### config.mk
export PLATFORM = sky130hd
export DESIGN_NAME = fib_index_ctrl
export DESIGN_NICKNAME = d
export VERILOG_FILES = /design/src/rtl/fib_index_ctrl.sv
export SDC_FILE = /design/constraint.sdc
export NUM_CORES = 1
export LEC_CHECK = 0
export CORE_MARGIN = 4
export CORE_UTILIZATION = 55
export DETAILED_ROUTE_END_ITERATION = 8
export PLACE_DENSITY = 0.8
export SLEW_MARGIN = 15
export SYNTH_ARGS = -nofsm -noshare
export SYNTH_HDL_FRONTEND = slang
export SYNTH_SLANG_ARGS = --single-unit
### constraint.sdc
create_clock -name clk -period 2.1 [get_ports clk]
set_input_delay 0.42 -clock clk [delete_from_list [all_inputs] [get_ports clk]]
set_output_delay 0.42 -clock clk [all_outputs]
set_load 0.005 [all_outputs]
### src/rtl/fib_index_ctrl.sv
// Request/response Fibonacci controller: accepts an index, steps an F(n-1)/F(n) pair once per cycle, returns F(idx) with overflow flag.
// Optional build macro FIB_SAT_EN: saturate overflowed values to all-ones instead of wrapping.
module fib_index_ctrl #(
  parameter int FIB_BITS = 10,
  parameter int IDX_BITS = 5
) (
  input  logic                clk,
  input  logic                nrst,
  input  logic                req_valid,
  output logic                req_ready,
  input  logic [IDX_BITS-1:0] req_idx,
  output logic                rsp_valid,
  input  logic                rsp_ready,
  output logic [FIB_BITS-1:0] rsp_f,
  output logic                rsp_ovf,
  output logic                busy
);

  localparam logic [1:0] IDLE = 2'd0;
  localparam logic [1:0] RUN  = 2'd1;
  localparam logic [1:0] DONE = 2'd2;

  logic [1:0]          state;
  logic [FIB_BITS-1:0] aQ;
  logic [FIB_BITS-1:0] bQ;
  logic [IDX_BITS-1:0] cntQ;
  logic                ovfA;
  logic                ovfB;
  logic [FIB_BITS:0]   sum;
  logic                carry;
  logic [FIB_BITS-1:0] nextB;

  assign sum   = {1'b0, aQ} + {1'b0, bQ};
  assign carry = sum[FIB_BITS];

  // NOTE: every variable written in always_comb gets a default first so no latch is inferred.
  always_comb begin
    nextB = sum[FIB_BITS-1:0];
`ifdef FIB_SAT_EN
    if (carry || ovfA || ovfB) nextB = '1;
`endif
  end

  assign req_ready = (state == IDLE);
  assign rsp_valid = (state == DONE);
  assign busy      = (state != IDLE);

  // NOTE: state registers use non-blocking assignments so every update sees pre-edge values.
  always_ff @(posedge clk or negedge nrst) begin
    if (!nrst) begin
      state   <= IDLE;
      aQ      <= '0;
      bQ      <= '0;
      cntQ    <= '0;
      ovfA    <= 1'b0;
      ovfB    <= 1'b0;
      rsp_f   <= '0;
      rsp_ovf <= 1'b0;
    end else begin
      case (state)
        IDLE: begin
          if (req_valid) begin
            aQ    <= '0;
            bQ    <= {{(FIB_BITS-1){1'b0}}, 1'b1};
            cntQ  <= req_idx;
            ovfA  <= 1'b0;
            ovfB  <= 1'b0;
            state <= RUN;
          end
        end
        RUN: begin
          if (cntQ != '0) begin
            aQ   <= bQ;
            bQ   <= nextB;
            cntQ <= cntQ - 1'b1;
            ovfA <= ovfB;
            ovfB <= ovfA | ovfB | carry;
          end else begin
            rsp_f   <= aQ;
            rsp_ovf <= ovfA;
            state   <= DONE;
          end
        end
        DONE: begin
          if (rsp_ready) state <= IDLE;
        end
        default: state <= IDLE;
      endcase
    end
  end

endmodule
==> results by group <==
Outcome
  • Status: complete, no violations

Timing
  • Sum Neg Setup Slack: 0 ns
  • Max_slew headroom: 66.79%
  • RSZ-0062 raised after global routing: false
  • Final setup viols: 0
  • WHS: 0.1722 ns
  • FMAX: 505.2 MHz
  • Final Hold Viols: 0
  • Final Slew Violations: 0
  • Final worst-path cycle share: 94.26%
  • Skew final: 0.004759 ns
  • Worst-Margin Slew: 0.4982 ns
  • Tmin final: 1.980 ns

Synthesis
  • Synth Area per Inst: 11.11 sq um
  • Post-Syn Nets: 208
  • Post-synthesis cell count: 186
  • Most used DFF post-synth: dfrtp_1
  • Post-Syn Area: 0.002067 sq mm
  • Sequential area share after synthesis: 48.43%
  • Asr flop ratio synth: 100.0%
  • Netlist cell types: 45
  • Post-synth EDFFs: 0
  • Warnings, synthesis: 0
  • Yosys reg bits: 40

Clock tree
  • CTS tree: built
  • Sink Count: 40
  • H-tree levels: 2
  • Clock-pin slew on the worst setup and hold paths: 0.08 ns
  • CTS Hold Bufs: 0
  • Clock latency on the worst-skew pair: 0.30 ns
  • CTS Buf Count: 5
  • Longest Clk Path Bufs: 2
  • Root buf cell: clkbuf_8

Die
  • FP Rows: 22
  • Die W: 69.31 um
  • CORE AREA: 0.003633 sq mm
  • Initial Util: 56.89%
  • Full die area: 0.004803 sq mm
  • Die height: 69.31 um
  • # IOs: 23

Layout
  • Final Cell Area: 0.002467 sq mm
  • NumNets Final: 237
  • # fillers: 290
  • Share of layout cells above drive strength 1: 16.67%
  • Register area: 0.001001 sq mm
  • N_diodes: 0
  • Area growth syn-to-layout: 19.37%
  • Multi-input logic area: 996.0 sq um

GRT
  • Total Routing Usage GR: 19.53%
  • GR Layer Usage met3: 4.638%
  • Congestion Overflow GR: 0
  • Most Crowded Layer GR: met2
  • Largest net degree at the start of global routing: 41
  • Antenna violations before repair: 0
  • First-pass GRT wire length: 7.576 mm
  • Vias in the first global route: 1625
  • Met1 global-route usage: 25.12%
  • Met2 Resource Use GR: 30.30%

Drt
  • Drt first-iter violations: 83
  • Detailed Routing Iterations Pass 1: 4
  • Via count: 1521
  • DR vias/cell: 5.761
  • Post-route ant nets: 0
  • Residual DRC: 0
  • Drt wl/cell: 15.89 um
  • Final wirelength: 4.194 mm

Setup path
  • R2r startpoint: aQ[0]$_DFFE_PN0P_
  • Crit path launch type: flop
  • FF-to-FF End: bQ[8]$_DFFE_PN0P_
  • CP max FO: 5
  • WP data arrival: 1.56 ns
  • Crit Path Class: reg -> out
  • Critical path endpoint category: primary output
  • Worst reg2reg path depth: 8
  • Worst EP required: 1.68 ns
  • Reg2reg setup slack: 0.12 ns

Place
  • I/O Buffers: 22
  • Placed cell area: 0.002356 sq mm
  • RePlAce Congestion: 0.7886
  • Placed wire-length estimate: 2.936 mm

Power
  • PwrDens: 1926 mW/mm^2
  • Worst vdd ir: 911.9 uV
  • Leakage Power: 1.152 nW

Worst hold path
  • Min-delay worst type: in -> async

Run
  • Max-Cap Viols: 0
[registers in the layout, indices dropped and copies added (netlist names)]
signal / count
aQ: 10
bQ: 10
cntQ: 5
ovfA: 1
ovfB: 1
rsp_f: 10
rsp_ovf: 1
state: 2
[layer usage]
layer / vias to the layer above / share of wire, %
met3: 10 / 3.6
met2: 39 / 51
met5: - / 0
met1: 748 / 43
met4: 0 / 2.3
li1: 724 / -
[metrics by stage]
step	total power, mW	instances	worst slack [ns]	util (%)
floorplan	3.389	186	0.2245	-
global placement	4.020	255	0.1559	64.84
detailed placement	4.169	255	0.03789	64.84
CTS	4.729	263	0.01151	67.39
global route	5.205	264	0.003851	67.91
finish	4.752	264	0.1205	67.91
[power breakdown]
part	switching [mW]	internal [mW]
sequential	0.289	1.18
combinational	1.36	1.39
clock	0.269	0.262
total	1.91	2.84
[worst max path at each step]
| stage | from | end | slack [ns] | cells past startpoint |
|---|---|---|---|---|
| after floorplan | aQ[0]$_DFFE_PN0P_ | bQ[8]$_DFFE_PN0P_ | 0.22 | 8 |
| after CTS | aQ[0]$_DFFE_PN0P_ | bQ[8]$_DFFE_PN0P_ | 0.01 | 8 |
| after detailed placement | aQ[0]$_DFFE_PN0P_ | bQ[8]$_DFFE_PN0P_ | 0.04 | 8 |
| after global placement | aQ[0]$_DFFE_PN0P_ | bQ[8]$_DFFE_PN0P_ | 0.16 | 8 |
| final | state[0]$_DFFE_PN0P_ | req_ready | 0.12 | 3 |
| after global routing | bQ[0]$_DFFE_PN0P_ | bQ[8]$_DFFE_PN0P_ | 0.004 | 8 |
[cells by family after synthesis]
kind of cell | Yosys count | share of synthesized area [%]
flip-flops | 40 | 48.43
multiplexers | 10 | 6.719
adder cells (fa/ha/maj) | 13 | 8.232
AND/OR/NAND/NOR | 49 | 12.41
AO/OA/AOI/OAI | 51 | 17.74
buffers and inverters | 17 | 3.934
XOR/XNOR | 6 | 2.542
[layout make-up]
| type | count | area share (%) |
|---|---|---|
| multi-input cells | 129 | 40.37 |
| repair buffers | 29 | 11.36 |
| inverters | 10 | 1.521 |
| flip-flops and latches | 40 | 40.57 |
| clock inverters | 2 | 0.4057 |
| clock buffers | 6 | 3.347 |
| well taps | 48 | 2.434 |
[synth_stat cells (2+ instances only)]
cell type / count / area [sq um]
ha_1: 12 / 150.1
buf_4: 2 / 15.01
xor2_1: 4 / 35.03
o21ai_0: 6 / 30.03
xnor2_1: 2 / 17.52
a21o_1: 3 / 22.52
o21ai_1: 8 / 40.04
mux2_4: 7 / 105.1
o211ai_1: 2 / 15.01
a32o_1: 2 / 20.02
a31oi_1: 3 / 18.77
nand2b_1: 4 / 25.02
a22o_1: 9 / 78.83
or3_1: 2 / 12.51
mux2_1: 3 / 33.78
nand2_1: 16 / 60.06
dfrtp_1: 40 / 1001
inv_1: 9 / 33.78
nor2_1: 10 / 37.54
a2bb2oi_1: 2 / 17.52
o211ai_2: 2 / 25.02
a21oi_1: 4 / 20.02
nand3_1: 8 / 40.04
o31ai_1: 2 / 15.01
clkbuf_1: 2 / 7.510
buf_2: 2 / 10.01
nand2_2: 2 / 12.51
[layout by cell type, fill, tap and decap left out, drive strengths merged, types with 2 or more instances in the layout]
cell type,count
o21ai,14
a21oi,5
o211ai,4
a31oi,3
nand2b,4
mux2,10
nand3,8
nor2,10
a21o,3
a22o,9
or3,2
clkbuf,6
nand2,18
inv,10
clkdlybuf4s50,21
o31ai,2
dfrtp,40
clkinv,2
a2bb2oi,2
buf,8
nor2b,2
xnor2,2
xor2,4
a32o,2
ha,12
[critical path: stages, from the launching register on]
cell and delay, ns:
dfrtp_1 0.41, or2_2 0.31, inv_1 0.06, clkdlybuf4s50_1 0.49
[what timing repair did]
action	in CTS	in global routing
endpoints found under the setup margin	0	2
setup buffers	0	1
resized for setup	0	3
Note: power is estimated with default switching activity, not from simulation.
